===== src/rtl/inst_fetch_unit_pkg.sv =====
// Shared constants, types and the icode length table for the Y86 instruction fetch unit.
package inst_fetch_unit_pkg;

  localparam int unsigned DEF_INST_BYTES = 6;
  localparam int unsigned DEF_ADDR_W     = 32;
  localparam int unsigned BYTE_W         = 8;
  localparam int unsigned LEN_W          = 3;
  localparam int unsigned CNT_W          = 3;

  // Y86 icode values (upper nibble of instruction byte 0)
  localparam logic [3:0] IHALT   = 4'h0;
  localparam logic [3:0] INOP    = 4'h1;
  localparam logic [3:0] IRRMOVL = 4'h2;
  localparam logic [3:0] IIRMOVL = 4'h3;
  localparam logic [3:0] IRMMOVL = 4'h4;
  localparam logic [3:0] IMRMOVL = 4'h5;
  localparam logic [3:0] IOPL    = 4'h6;
  localparam logic [3:0] IJXX    = 4'h7;
  localparam logic [3:0] ICALL   = 4'h8;
  localparam logic [3:0] IRET    = 4'h9;
  localparam logic [3:0] IPUSHL  = 4'hA;
  localparam logic [3:0] IPOPL   = 4'hB;

  // Instruction lengths in bytes
  localparam logic [LEN_W-1:0] LEN_1 = 3'd1;
  localparam logic [LEN_W-1:0] LEN_2 = 3'd2;
  localparam logic [LEN_W-1:0] LEN_5 = 3'd5;
  localparam logic [LEN_W-1:0] LEN_6 = 3'd6;

  // Fetch FSM encodings
  localparam logic [1:0] ST_IDLE    = 2'd0;
  localparam logic [1:0] ST_COLLECT = 2'd1;
  localparam logic [1:0] ST_DONE    = 2'd2;

  typedef struct packed {
    logic [LEN_W-1:0] len;
    logic             err;
  } len_info_t;

  // Map an icode to its instruction length; unknown icodes report length 1 with err set.
  function automatic len_info_t decode_len(input logic [3:0] icode);
    len_info_t r;
    r.len = LEN_1;
    r.err = 1'b0;
    case (icode)
      IHALT, INOP, IRET:             r.len = LEN_1;
      IRRMOVL, IOPL, IPUSHL, IPOPL:  r.len = LEN_2;
      IJXX, ICALL:                   r.len = LEN_5;
      IIRMOVL, IRMMOVL, IMRMOVL:     r.len = LEN_6;
      default: begin
        r.len = LEN_1;
        r.err = 1'b1;
      end
    endcase
    return r;
  endfunction

endpackage


===== src/rtl/inst_fetch_unit_len_decode.sv =====
// Combinational icode -> {length, error} decoder, shared with the CPU decode stage.
module inst_len_decode
  import inst_fetch_unit_pkg::*;
(
  input  logic [3:0]       icode_i,
  output logic [LEN_W-1:0] len_c,
  output logic             err_c
);

  len_info_t info_c;

  // Table lookup of the instruction length
  always_comb begin
    info_c = decode_len(icode_i);
  end

  assign len_c = info_c.len;
  assign err_c = info_c.err;

endmodule


===== src/rtl/inst_fetch_unit.sv =====
// Y86 instruction fetch unit: reads a variable-length instruction byte by byte from a
// 1-cycle-latency byte memory and holds it to the CPU under a valid/ack handshake.
module inst_fetch_unit
  import inst_fetch_unit_pkg::*;
#(
  parameter int unsigned INST_BYTES = DEF_INST_BYTES,
  parameter int unsigned ADDR_W     = DEF_ADDR_W
) (
  input  logic                         clk,
  input  logic                         rst,
  input  logic                         fetch_req_i,
  input  logic [ADDR_W-1:0]            pc_i,
  output logic                         fetch_ready_o,
  input  logic                         flush_i,
  output logic                         inst_valid_o,
  input  logic                         inst_ack_i,
  output logic [BYTE_W*INST_BYTES-1:0] inst_o,
  output logic [LEN_W-1:0]             inst_len_o,
  output logic                         inst_err_o,
  output logic                         mem_rd_o,
  output logic [ADDR_W-1:0]            mem_addr_o,
  input  logic [BYTE_W-1:0]            mem_data_i
);

  localparam int unsigned INST_W = BYTE_W * INST_BYTES;

  logic [1:0]        state_q, state_d;
  logic [ADDR_W-1:0] pc_q, pc_d;
  logic [CNT_W-1:0]  iss_cnt_q, iss_cnt_d;
  logic [CNT_W-1:0]  rcv_cnt_q, rcv_cnt_d;
  logic              rd_prev_q, rd_prev_d;
  logic              mem_rd_q, mem_rd_d;
  logic [ADDR_W-1:0] mem_addr_q, mem_addr_d;
  logic              valid_q, valid_d;
  logic [INST_W-1:0] inst_q, inst_d;
  logic [LEN_W-1:0]  len_q, len_d;
  logic              err_q, err_d;

  logic [LEN_W-1:0]  dec_len_c;
  logic              dec_err_c;
  logic              accept_c;
  logic              capture_c;
  logic              last_c;
  logic [LEN_W-1:0]  cur_len_c;
  logic [CNT_W-1:0]  next_k_c;
  logic [CNT_W-1:0]  byte_pos_c;

  // Byte 0 is on mem_data_i when rcv_cnt is zero, so its length is decoded straight from the bus
  inst_len_decode u_len_decode (
    .icode_i (mem_data_i[7:4]),
    .len_c   (dec_len_c),
    .err_c   (dec_err_c)
  );

  // Ready to take a request when idle, or when the held instruction is being consumed
  assign fetch_ready_o = (state_q == ST_IDLE) |
                         ((state_q == ST_DONE) & inst_ack_i & ~flush_i);

  // Next-state, read issue and instruction assembly
  always_comb begin
    state_d    = state_q;
    pc_d       = pc_q;
    iss_cnt_d  = iss_cnt_q;
    rcv_cnt_d  = rcv_cnt_q;
    rd_prev_d  = mem_rd_q;
    mem_rd_d   = 1'b0;
    mem_addr_d = mem_addr_q;
    valid_d    = valid_q;
    inst_d     = inst_q;
    len_d      = len_q;
    err_d      = err_q;

    accept_c   = fetch_ready_o & fetch_req_i & ~flush_i;
    capture_c  = (state_q == ST_COLLECT) & rd_prev_q;
    cur_len_c  = (rcv_cnt_q == '0) ? dec_len_c : len_q;
    last_c     = capture_c & ((rcv_cnt_q + CNT_W'(1)) == cur_len_c);
    next_k_c   = iss_cnt_q + CNT_W'(1);
    byte_pos_c = CNT_W'(INST_BYTES - 1) - rcv_cnt_q;

    if (flush_i) begin
      state_d   = ST_IDLE;
      valid_d   = 1'b0;
      rd_prev_d = 1'b0;
      inst_d    = '0;
      len_d     = '0;
      err_d     = 1'b0;
    end else begin
      case (state_q)
        ST_IDLE: begin
          if (accept_c) state_d = ST_COLLECT;
        end
        ST_COLLECT: begin
          if (capture_c) begin
            inst_d    = inst_q | (INST_W'(mem_data_i) << (BYTE_W * byte_pos_c));
            rcv_cnt_d = rcv_cnt_q + CNT_W'(1);
            if (rcv_cnt_q == '0) begin
              len_d = dec_len_c;
              err_d = dec_err_c;
            end
          end
          if (last_c) begin
            state_d = ST_DONE;
            valid_d = 1'b1;
          end else if (mem_rd_q && ((next_k_c == CNT_W'(1)) || (next_k_c < cur_len_c))) begin
            // Address pc+1 always goes out; later addresses only while inside the length
            mem_rd_d   = 1'b1;
            mem_addr_d = pc_q + ADDR_W'(next_k_c);
            iss_cnt_d  = next_k_c;
          end
        end
        ST_DONE: begin
          if (inst_ack_i) begin
            valid_d = 1'b0;
            err_d   = 1'b0;
            state_d = accept_c ? ST_COLLECT : ST_IDLE;
          end
        end
        default: begin
          state_d = ST_IDLE;
          valid_d = 1'b0;
        end
      endcase

      if (accept_c) begin
        pc_d       = pc_i;
        mem_rd_d   = 1'b1;
        mem_addr_d = pc_i;
        iss_cnt_d  = '0;
        rcv_cnt_d  = '0;
        rd_prev_d  = 1'b0;
        valid_d    = 1'b0;
        inst_d     = '0;
        len_d      = '0;
        err_d      = 1'b0;
      end
    end
  end

  // State and output registers with synchronous reset
  always_ff @(posedge clk) begin
    if (rst) begin
      state_q    <= ST_IDLE;
      pc_q       <= '0;
      iss_cnt_q  <= '0;
      rcv_cnt_q  <= '0;
      rd_prev_q  <= 1'b0;
      mem_rd_q   <= 1'b0;
      mem_addr_q <= '0;
      valid_q    <= 1'b0;
      inst_q     <= '0;
      len_q      <= '0;
      err_q      <= 1'b0;
    end else begin
      state_q    <= state_d;
      pc_q       <= pc_d;
      iss_cnt_q  <= iss_cnt_d;
      rcv_cnt_q  <= rcv_cnt_d;
      rd_prev_q  <= rd_prev_d;
      mem_rd_q   <= mem_rd_d;
      mem_addr_q <= mem_addr_d;
      valid_q    <= valid_d;
      inst_q     <= inst_d;
      len_q      <= len_d;
      err_q      <= err_d;
    end
  end

  assign inst_valid_o = valid_q;
  assign inst_o       = inst_q;
  assign inst_len_o   = len_q;
  assign inst_err_o   = err_q;
  assign mem_rd_o     = mem_rd_q;
  assign mem_addr_o   = mem_addr_q;

endmodule


===== config.mk =====
export PLATFORM = sky130hd
export DESIGN_NAME = inst_fetch_unit
export DESIGN_NICKNAME = d
export VERILOG_FILES = /design/src/rtl/inst_fetch_unit_pkg.sv /design/src/rtl/inst_fetch_unit_len_decode.sv /design/src/rtl/inst_fetch_unit.sv
export SDC_FILE = /design/constraint.sdc
export NUM_CORES = 1
export LEC_CHECK = 0
export ABC_AREA = 0
export CORE_ASPECT_RATIO = 1.2
export CORE_MARGIN = 2
export CORE_UTILIZATION = 50
export CTS_CLUSTER_DIAMETER = 150
export DETAILED_ROUTE_END_ITERATION = 12
export GPL_TIMING_DRIVEN = 0
export PLACE_DENSITY = 0.89
export SETUP_SLACK_MARGIN = 0.4
export SLEW_MARGIN = 10
export SYNTH_ARGS = -nofsm -noshare
export SYNTH_HDL_FRONTEND = slang
export SYNTH_HIERARCHICAL = 1
export SYNTH_SLANG_ARGS = --single-unit

===== constraint.sdc =====
create_clock -name clk -period 3.15 [get_ports clk]
set_clock_uncertainty 0.1 [all_clocks]
set_input_delay 0.63 -clock clk [delete_from_list [all_inputs] [get_ports clk]]
set_output_delay 0.63 -clock clk [all_outputs]
set_load 0.005 [all_outputs]

; ---- After elaboration in Yosys (flattened, before gate mapping)
; Index checks and enable logic that the tools add are counted.
[word_totals]
inputBits = 45
output_inout_bits = 87
reg_bits = 127
word_cells = 99
[classes]
n_eq_ne = 21
shifts = 1
order_cmp = 1
bitwise_logic = 10
add_sub_neg = 4
n_reduce_logical = 22
muxes = 29
[ops]
columns = cell, count
row1 = two-way mux 32 bit, 4
row2 = OR 48 bit, 1
row3 = left shift 8 x 6 -> 48 bit, 1
row4 = adder 32 x 3 -> 32 bit, 1
row5 = two-way mux 3 bit, 8
row6 = "equality test 4 x 3 -> 1 bit, second input constant", 4
row7 = "equality test 4 bit, second input constant", 4
row8 = OR reduction 12 bit, 1
row9 = two-way mux 1 bit, 10
row10 = "!= test 2 bit, second input constant", 5
row11 = one-hot mux 3 bit (3 select lines), 1
row12 = AND reduction 3 bit, 3
row13 = "equality test 4 x 2 -> 1 bit, second input constant", 2
row14 = AND reduction 4 bit, 2
row15 = nonzero test 2 bit, 4
row16 = "adder 3 x 1 -> 3 bit, second input constant", 2
row17 = AND 1 bit, 6
row18 = two-way mux 2 bit, 3
row19 = one-hot mux 2 bit (3 select lines), 1
row20 = OR reduction 3 bit, 2
row21 = "equality test 4 x 1 -> 1 bit, second input constant", 1
row22 = zero test 4 bit, 1
row23 = AND reduction 2 bit, 2
row24 = OR reduction 2 bit, 2
row25 = 16 further kinds, 17

; ---- Depth between registers and ports, before layout
; Gate-level depths: netlist of run 1.
[depth]
depth_word = 11
ltp_mapped = 11
ltp_nobuf = 9

; ---- Cells and area by module
; The synthesis of run 1 kept the hierarchy.
[modules_own_cells]
columns = module, cells_per_inst, n_inst, area_per_inst_um2
row1 = inst_fetch_unit, 718, 1, 5936.9
row2 = inst_len_decode, 8, 1, 53.8

; ---- Worst setup path before layout of run 1
; No wires, ideal clock.
[synth_timing]
path_kind = reg2reg
startpoint = register iss_cnt_q[0]
endpoint = register mem_addr_q[24], in the netlist mem_addr_o[24]
arrival_time_ns = 2.473
t_required_ns = 2.955
path_buffers = 1
slack_ns = 0.481
period_less_slack_ns = 2.669
stages_incl_launch_ff = 11
cell_sequence = dfxtp_1 > inv_1 > ha_1 > fa_1 > or2_2 > a31oi_1 > buf_2 > nor4_1 > xor2_1 > a21oi_1 > a221oi_1
[synth_between]
elab_chain_len = 6
elab_cells_between_ends = 12
classes_between = 2 x add/sub / 1 x order compare / 1 x eq/ne / 4 x mux / 4 x reduce/logical
[synth_rtl]
columns = item, line_no
row1 = start: declaration, inst_fetch_unit.sv:29  ; logic [CNT_W-1:0] iss_cnt_q, iss_cnt_d;
row2 = start signal: assignment, inst_fetch_unit.sv:156  ; iss_cnt_q <= iss_cnt_d;
row3 = adder 3 x 1 -> 3 bit *, inst_fetch_unit.sv:77  ; next_k_c = iss_cnt_q + CNT_W'(1);
row4 = adder 32 x 3 -> 32 bit (tied with other cells), inst_fetch_unit.sv:107  ; mem_addr_d = pc_q + ADDR_W'(next_k_c);
row5 = two-way mux 32 bit / logical OR 1 bit (equally long branches), inst_fetch_unit.sv:104  ; end else if (mem_rd_q && ((next_k_c == CNT_W'(1)) || (next_k_c < cur_len_c))) begin
row6 = two-way mux 32 bit / logical AND 1 bit (equally long branches), "inst_fetch_unit.sv:101, inst_fetch_unit.sv:104"
row7 = two-way mux 32 bit / nonzero test 2 bit (equally long branches), --
row8 = two-way mux 32 bit / AND reduction 4 bit (equally long branches), --
row9 = end signal: assignment, inst_fetch_unit.sv:160  ; mem_addr_q <= mem_addr_d;
row10 = end: declaration, inst_fetch_unit.sv:33  ; logic [ADDR_W-1:0] mem_addr_q, mem_addr_d;
; Every way passes the cells marked *; elsewhere a longest branch is shown, timed or not. The select of a mux whose other input is x is not followed.
; A chain may end at the register's enable or synchronous reset.

; ---- Worst setup path in the final report of run 1
[layout_timing]
startpoint = register iss_cnt_q[0]
endpoint = register mem_addr_q[22], in the netlist mem_addr_o[22]
; Same word-level chain as after synthesis.

==> run metrics, run 1 <==
worst hold margin=0.369 ns; Ant. Diodes=0; Synth top area share=42.4%; DP Cell Count=1013; post-synthesis instance total=726; CTS tree=yes; DP Worst Slack=-0.438 ns; Area Overhead vs Synth=37.6%; Final WS setup=0.417 ns; Pre-antenna DRT Iters=7; Cell Area, Synth=5990 um2; #FFs+latches synth=127; DR DRC count=0; crit-path leading delay family=adder cells; Setup violations, final=0; Arrival @ worst endpoint=2.98 ns; Initial DRC Count=436; gp weighted congestion=0.942; antenna viol nets, final=0; GRT Resource Usage Total=27.2%; met3 usage=11.2%; FMAX=0.366 GHz; GRT overflow=0; Worst-path clk slew=0.06 ns; Routed WL per cell=17.2 um; Worst Setup Start Kind=flip-flop; vias in the first global route=5766; I/O pin total=132; critical register-to-register path startpoint=iss_cnt_q[0]; master of the slowest instance on the critical path=fa_2; Tightest Hold Check Type=flip-flop to flip-flop; Cell variety after synth=54; total power=3.92 mW; antenna violations before repair=0; Pleak=3.08 nW; core area=11600 um2; CP Class=flip-flop to flip-flop; final hold viol count=0; Mean Syn Cell Area=8.25 um2; CP Cell Sequence=inv_2 -> ha_4 -> fa_2 -> or2_2 -> a31oi_4 -> buf_4 -> nor4_1 -> xnor2_1 -> a211o_1 -> mux2i_1; met1 Track Usage GR=28.6%; via count=5901; largest cells by area after synthesis=dfxtp_1 (42%), a21oi_1 (7.4%), nor2_1 (7.3%); final wirelength=18000 um; r2r setup slk=0.42 ns; grt peak-use layer=met2; ys async rst share=0%; post-route insts no fill=1050; slowest stage delay, CP=0.40 ns; Root Buffer=clkbuf_16; R2R depth=10; CP Capture Type=flip-flop; Buf/Inv on CP=2; hold depth=2; Die X=104 um; Critical Path RT=3.40 ns; pin count of the biggest net entering global routing=17; post-route cell area=8240 um2; vias per inst=5.62; Die Height=124 um; fin crit share=86.8%; Post-synth EDFFs=0; PD cells=476 nW/um2; RSZ-0062 raised after global routing=no; Worst Hold Launch=inst_valid_o; Port Buffers=130; fin. max-slew vios=0; Worst VDD drop=0.356 mV; Initial Util=51.6%; Synth area leader=dfxtp_1; yosys warns=6; die area=12900 um2; Worst-Margin Slew=1.16 ns; Detail Placement HPWL=12200 um; Syn Nets=778; met2 GRT Util=48.9%; fin nets=933; H-tree depth=4; clock latency on the worst-skew pair=0.42 ns; layout cell share with drive strength beyond 1=10.2%; Max clock buf depth=2; outcome=complete, no violations; FF-to-FF End=mem_addr_o[22]; slew margin rel.=22.1%; CTS sink count=127; hold endpoint=inst_valid_o; DP Area=7490 um2; Max-Cap Viols=0; ys flop type=dfxtp_1; # rows=43; min cycle time layout=2.73 ns; first-pass GRT wire length=27800 um; register area share after synthesis=42.4%; critical-path maximum fanout=6; CTS buffer count=17
==> cells by family after synthesis <==
group | after synthesis | share of synthesized area [%]
DFF | 127 | 42.4
buffers and inverters | 65 | 5.20
and+or+nand+nor | 314 | 24.9
xor gates and xnor gates | 30 | 4.76
muxes | 43 | 7.41
adders and majority gates | 9 | 1.92
AOI/OAI and AO/OA | 138 | 13.4
==> flip-flops by register name, indices dropped and copies added (netlist names) <==
signal        flops
inst_valid_o      1
rcv_cnt_q         3
mem_addr_o       32
inst_len_o        3
iss_cnt_q         3
pc_q             32
mem_rd_o          1
state_q           2
inst_o           48
rd_prev_q         1
inst_err_o        1
==> repair_timing <==
item / CTS / global route
buffers inserted: 0 / 3
gates resized for setup: 30 / 25
setup endpoints to repair: 43 / 53
cloned: 1 / 2
pin swaps: 0 / 3
hold buffers: 0 / 0
==> synth_stat cells (all sizes together), types with 2 or more instances <==
cell type,number
o211ai,2
buf,17
nand2b,31
xnor2,13
a21o,3
a21oi,89
nor2b,6
nor2,116
o22ai,5
mux2,5
nor3b,4
maj3,2
nand3b,2
a211o,6
and3,3
clkbuf,27
nor3,12
inv,21
and2,4
nand2,85
nand4b,5
mux2i,38
nand3,11
or3,2
dfxtp,127
and4,8
a31oi,2
o21ai,20
xor2,17
a21boi,2
nor4,17
nand4,5
a221oi,5
ha,6
==> per-layer routing <==
metal  vias up  wire length [um]
li1       2781                 -
met1      2792              6800
met2       276              9010
met3        52              1700
met4         0               515
met5         -                 0
==> worst reg2reg max path: stages (launching register included) <==
cell,delay [ns]
dfxtp_2,0.39
inv_2,0.09
ha_4,0.27
fa_2,0.40
or2_2,0.32
a31oi_4,0.27
buf_4,0.17
nor4_1,0.06
xnor2_1,0.14
a211o_1,0.33
mux2i_1,0.12
==> final cells by class <==
cell class                      instances  area (um2)
Tap cell                              157         196
Sequential cell                       127        2550
Buffer                                 44         250
Multi-Input combinational cell        534        3270
Fill cell                             916        3380
Clock buffer                           20         457
Clock inverter                         11        92.6
Timing Repair Buffer                  136        1350
Inverter                               21        83.8
==> how the worst max path moves through the flow <==
stage	startpoint	cells after the start	end
finish	iss_cnt_q[0]	10	mem_addr_o[22]
global route	iss_cnt_q[0]	10	mem_addr_o[22]
CTS	rcv_cnt_q[0]	11	mem_addr_o[30]
detailed placement	mem_data_i[7]	10	mem_addr_o[30]
global placement	mem_data_i[7]	10	mem_addr_o[30]
floorplan	iss_cnt_q[0]	10	mem_addr_o[24]
==> cells in the final DEF, fill, tap and decap left out, drive strengths merged, types with 6 or more instances in the layout <==
cell and count:
a211o 6, a21oi 89, and4 8, buf 21, clkbuf 52, clkdlybuf4s50 125, dfxtp 127, ha 6
inv 21, mux2i 38, nand2 85, nand2b 31, nand3 11, nor2 116, nor2b 6, nor3 12
nor4 17, o21ai 20, xnor2 13, xor2 17
==> per-stage QoR <==
step           setup TNS [ns]  util (%)
5_1_grt                     0      70.9
6_report                    0      70.9
3_3_place_gp            -8.43      64.4
3_5_place_dp           -12.97      64.4
2_1_floorplan               0         -
4_1_cts                     0      69.8
==> report_power, final <==
group | switching (mW) | total, mW | leakage [nW] | internal, mW
Clock | 0.720 | 1.83 | 0.259 | 1.11
Combinational | 0.212 | 0.407 | 1.79 | 0.194
Sequential | 0.0372 | 1.68 | 1.03 | 1.65
No activity file was read; power rests on OpenSTA's default activity.
==> run 2: changes to the inputs <==
Settings changed: SLEW_MARGIN 10 to 20.
==> run 2 against run 1 <==
Effect of this change: sequential power is essentially flat; power grew 4.2%; largest power group unchanged; largest cell class unchanged; core utilization grew 0.51 points; highest routed layer unchanged; register-to-register slack better by 0.05 ns.
==> run metrics, run 2 (synthesized netlist as in run 1, its figures left out) <==
outcome=complete, no violations; Root Buffer=clkbuf_16; vias per inst=5.55 (-1.3%); commonest non-fill, non-tap cell in the layout=clkdlybuf4s50_1; GRT Resource Usage Total=27.5% (+0.25 points); Initial Util=51.6% (unchanged); # rows=43 (unchanged); vias in the first global route=5767 (+0.017%); CTS tree=yes; critical-path maximum fanout=10 (+4); min cycle time layout=2.68 ns (-0.0519 ns); pin count of the biggest net entering global routing=17 (unchanged); Critical Path RT=3.38 ns (-0.02 ns); crit-path leading delay family=buffers and inverters; fin crit share=85.1% (-1.6 points); Pre-antenna DRT Iters=5 (-2); fin. max-slew vios=0 (unchanged); Detail Placement HPWL=12200 um (-0.23%); CTS sink count=127 (unchanged); CTS buffer count=17 (unchanged); I/O pin total=132 (unchanged); Die X=104 um (unchanged); Die Height=124 um (unchanged); GRT overflow=0 (unchanged); slowest stage delay, CP=0.40 ns (about the same); layout cell share with drive strength beyond 1=10.5% (+0.27 points); H-tree depth=4 (unchanged); Initial DRC Count=310 (-29%); via count=5857 (-0.75%); cell mode on critical path=buf_6; Worst-path clk slew=0.06 ns (about the same); Setup violations, final=0 (unchanged); CP Capture Type=flip-flop; DR DRC count=0 (unchanged); core area=11600 um2 (unchanged); clock latency on the worst-skew pair=0.42 ns (about the same); PD cells=492 nW/um2 (+3.5%); CP Cell Sequence=inv_2 -> ha_2 -> nor2b_2 -> buf_6 -> mux2_4 -> maj3_1 -> nor2_1 -> o31a_1 -> buf_6 -> buf_12 -> mux2i_1; Worst VDD drop=0.429 mV (+20%); die area=12900 um2 (unchanged); Setup TNS Final=0 ns (unchanged); max reg flops=48 (unchanged); post-route cell area=8300 um2 (+0.71%); antenna viol nets, final=0 (unchanged); Port Buffers=130 (unchanged); gp weighted congestion=0.942 (unchanged); final hold viol count=0 (unchanged); antenna violations before repair=0 (unchanged); Max clock buf depth=2 (unchanged); Ant. Diodes=0 (unchanged); Tightest Hold Check Type=flip-flop to flip-flop; CP Class=flip-flop to flip-flop; Routed WL per cell=17.0 um (-0.70%); Worst-Margin Slew=0.865 ns (-0.293 ns); slew margin rel.=41.9% (+20 points); Worst Setup Start Kind=flip-flop; Buf/Inv on CP=4 (+2); fin nets=938 (+0.54%); Pleak=3.12 nW (+1.2%); DP Area=7520 um2 (+0.42%); FMAX=0.373 GHz (+1.9%); RSZ-0062 raised after global routing=no; Max-Cap Viols=0 (unchanged); first-pass GRT wire length=28100 um (+1.2%); master of the slowest instance on the critical path=dfxtp_4; Arrival @ worst endpoint=2.91 ns (-0.07 ns); most frequent cells in the layout=clkdlybuf4s50_1 (125), dfxtp_1 (124), nor2_1 (116), a21oi_1 (88), nand2_1 (84); final wirelength=18000 um (-0.13%); Area Overhead vs Synth=38.6%
## run 2: path summary, 6_finish.rpt
kind,start,end,slack (ns),cells past startpoint
hold / removal,inst_valid_o,inst_valid_o,0.36,2
setup / recovery,rcv_cnt_q[1],iss_cnt_q[2],0.47,11
setup reg to reg,rcv_cnt_q[1],iss_cnt_q[2],0.47,11
hold reg to reg,inst_valid_o,inst_valid_o,0.36,2
## run 2: routing by layer
layer	vias up	GRT usage (%)	wire length [um]
met5	-	0	0
met4	0	11.1	450
met3	43	9.37	1700
met2	267	50.5	9100
met1	2753	29.1	6750
li1	2794	-	-
## run 2: what timing repair did
action | in CTS | in global routing
gates cloned | 0 | 2
hold buffers | 0 | 0
resized for setup | 29 | 21
endpoints found under the setup margin | 41 | 38
setup buffers | 2 | 7
pin swaps | 2 | 6
## run 2: worst register-to-register path: cells and delay by family, from the launching register on
family          cells  cell delay (ns)
compound gates      1             0.19
fa+ha+maj           2             0.55
buf+inv             4             0.56
flops               1             0.40
mux                 2             0.55
simple gates        2             0.25
## run 2: cell type report
| type | instances | area [um2] |
|---|---|---|
| fill | 871 | 3320 |
| multi-input combinational | 534 | 3260 |
| sequential | 127 | 2550 |
| timing repair buffer | 141 | 1360 |
| clock buffer | 22 | 464 |
| buffer | 44 | 249 |
| tap | 157 | 196 |
| clock inverter | 10 | 136 |
| inverter | 21 | 83.8 |
## run 2: metrics by stage
stage	hold slack (ns)	utilization, %	power [mW]	std cells	setup WS, ns
2_1_floorplan	0.341	-	1.92	726	0.481
3_3_place_gp	0.341	64.4	2.09	1013	-0.324
3_5_place_dp	0.357	64.7	2.10	1013	-0.390
4_1_cts	0.364	70.5	4.08	1047	0.401
5_1_grt	0.374	71.4	4.21	1056	0.386
6_report	0.363	71.4	4.09	1056	0.469
## run 2: power breakdown
group	switching, mW	internal (mW)	leakage, nW	total [mW]
Combinational	0.212	0.193	1.80	0.404
Sequential	0.0369	1.65	1.03	1.68
Clock	0.718	1.28	0.286	2.00
Total	0.966	3.12	3.12	4.09
==> run 3: changes to the inputs <==
Clock period 3.15 ns to 3.2 ns, I/O delays scaled along.
==> run 3 against run 2 <==
Effect of this change: critical path depth unchanged; first-iteration DRC count fell by 4.8%; worst setup slack lost 0.045 ns; clock power about the same; worst hold slack improved by 0.0042 ns; design area shrank 0.83%; fmax fell by 3.4%; sequential power is essentially flat; wire length fell by 1.5%; final cell count shrank 0.76%; combinational power down 3%; critical endpoint is now mem_addr_o[10]; largest cell class unchanged; highest routed layer unchanged.
==> run metrics, run 3 (synthesized netlist as in run 1, its figures left out) <==
clock latency on the worst-skew pair=0.42 ns (about the same); Max-Cap Viols=0 (unchanged); fin. max-slew vios=0 (unchanged); Worst Setup Start Kind=flip-flop; Root Buffer=clkbuf_16; max reg flops=48 (unchanged); Worst VDD drop=0.424 mV (-1.1%); slew margin rel.=41.8% (about the same); CTS buffer count=17 (unchanged); CTS Hold Buffers Added=0 (unchanged); Initial DRC Count=295 (-4.8%); outcome=complete, no violations; worst hold margin=0.368 ns (+0.00424 ns); RSZ-0062 raised after global routing=yes; via count=5771 (-1.5%); final hold viol count=0 (unchanged); DP Worst Slack=-0.350 ns (+0.0400 ns); antenna viol nets, final=0 (unchanged); critical-path maximum fanout=6 (-4); Filler cells=883 (+1.4%); min cycle time layout=2.78 ns (+0.0952 ns); PD cells=488 nW/um2 (-0.89%); Tightest Hold Check Type=flip-flop to flip-flop; Sequential Area=2550 um2 (about the same); H-tree depth=4 (unchanged); Die Height=124 um (unchanged); Area Overhead vs Synth=37.4%; Detail Placement HPWL=12200 um (unchanged); Worst-Margin Slew=0.865 ns (+0.000512 ns); Worst-path clk slew=0.06 ns (about the same); Final WS setup=0.423 ns (-0.0452 ns); Pleak=3.09 nW (-0.91%); vias per inst=5.51 (-0.72%); Setup violations, final=0 (unchanged); most frequent cells in the layout=clkdlybuf4s50_1 (125), dfxtp_1 (124), nor2_1 (116), a21oi_1 (87), nand2_1 (84); # rows=43 (unchanged); die area=12900 um2 (unchanged); GRT overflow=0 (unchanged); FMAX=0.360 GHz (-3.4%); Ant. Diodes=0 (unchanged); vias in the first global route=5748 (-0.33%); core area=11600 um2 (unchanged); first-pass GRT wire length=28100 um (-0.17%); fin nets=930 (-0.85%); I/O pin total=132 (unchanged); layout cell share with drive strength beyond 1=9.65% (-0.80 points); antenna violations before repair=0 (unchanged); final wirelength=17700 um (-1.5%); CP Class=flip-flop to flip-flop; CTS sink count=127 (unchanged); Die X=104 um (unchanged); area of the multi-input gates=3240 um2 (-0.54%); Critical Path RT=3.40 ns (+0.02 ns); pin count of the biggest net entering global routing=17 (unchanged); Max clock buf depth=2 (unchanged); commonest non-fill, non-tap cell in the layout=clkdlybuf4s50_1; Pre-antenna DRT Iters=6 (+1); Arrival @ worst endpoint=2.97 ns (+0.06 ns); CTS tree=yes; gp weighted congestion=0.942 (unchanged); DR DRC count=0 (unchanged); Setup TNS Final=0 ns (unchanged); Initial Util=51.6% (unchanged); Routed WL per cell=16.9 um (-0.72%); Port Buffers=130 (unchanged); fin crit share=86.8% (+1.6 points); GRT Resource Usage Total=27.4% (-0.034 points); CP Capture Type=flip-flop
run 3: cell types whose count changed in the layout (fill, tap and decap cells not counted), moves of 2 or more:
cell / before / now
buf_4: 9 / 2
buf_2: 7 / 3
clkbuf_2: 6 / 9
o21ai_1: 0 / 2
o21ai_0: 20 / 18
run 3: per-layer routing:
metal / vias to the layer above / GRT usage, % / wire length (um)
met5: - / 0 / 0
met1: 2718 / 29.3 / 6830
met4: 0 / 11.4 / 445
li1: 2781 / - / -
met3: 34 / 9.42 / 1580
met2: 238 / 50.0 / 8880
run 3: worst max-delay path, stage by stage, from the launching register on:
cell     delay, ns
dfxtp_2       0.39
inv_1         0.10
ha_2          0.34
fa_2          0.41
or2_2         0.32
a31oi_4       0.29
buf_4         0.16
buf_6         0.11
nor2_1        0.05
xor2_1        0.13
o21ai_0       0.16
mux2i_1       0.10
run 3: path summary, 6_finish.rpt:
kind / start / endpoint / slack [ns] / cells after the start
setup / recovery: iss_cnt_q[0] / mem_addr_o[10] / 0.42 / 11
hold / removal: inst_valid_o / inst_valid_o / 0.37 / 2
setup reg to reg: iss_cnt_q[0] / mem_addr_o[10] / 0.42 / 11
hold reg to reg: inst_valid_o / inst_valid_o / 0.37 / 2
run 3: final cells by class:
class	instances	area share [%]
repair buffers	133	15.9
multi-input cells	534	39.4
flip-flops and latches	127	31.0
clock inverters	10	1.66
inverters	21	0.988
well taps	157	2.39
clock buffers	22	5.64
plain buffers	44	3.04
run 3: repair_timing:
item                                    4_1_cts  5_1_grt
gates resized for setup                      23       25
pin swaps                                     1        1
buffers inserted                              1        1
endpoints found under the setup margin       37       64
cloned                                        0        1
run 3: report_power, final:
part / total, mW / switching (mW) / leakage, nW / internal (mW)
logic: 0.393 / 0.207 / 1.78 / 0.186
registers: 1.66 / 0.0365 / 1.03 / 1.62
clock network: 1.97 / 0.705 / 0.286 / 1.26
total: 4.02 / 0.949 / 3.09 / 3.07
run 3: metrics by stage:
stage,utilization (%),cells,area [um2],power [mW]
floorplan,-,726,5990,1.89
global placement,64.4,1013,7490,2.06
detailed placement,64.7,1013,7520,2.07
CTS,70.4,1046,8190,4.01
global route,70.9,1048,8230,4.14
finish,70.9,1048,8230,4.02
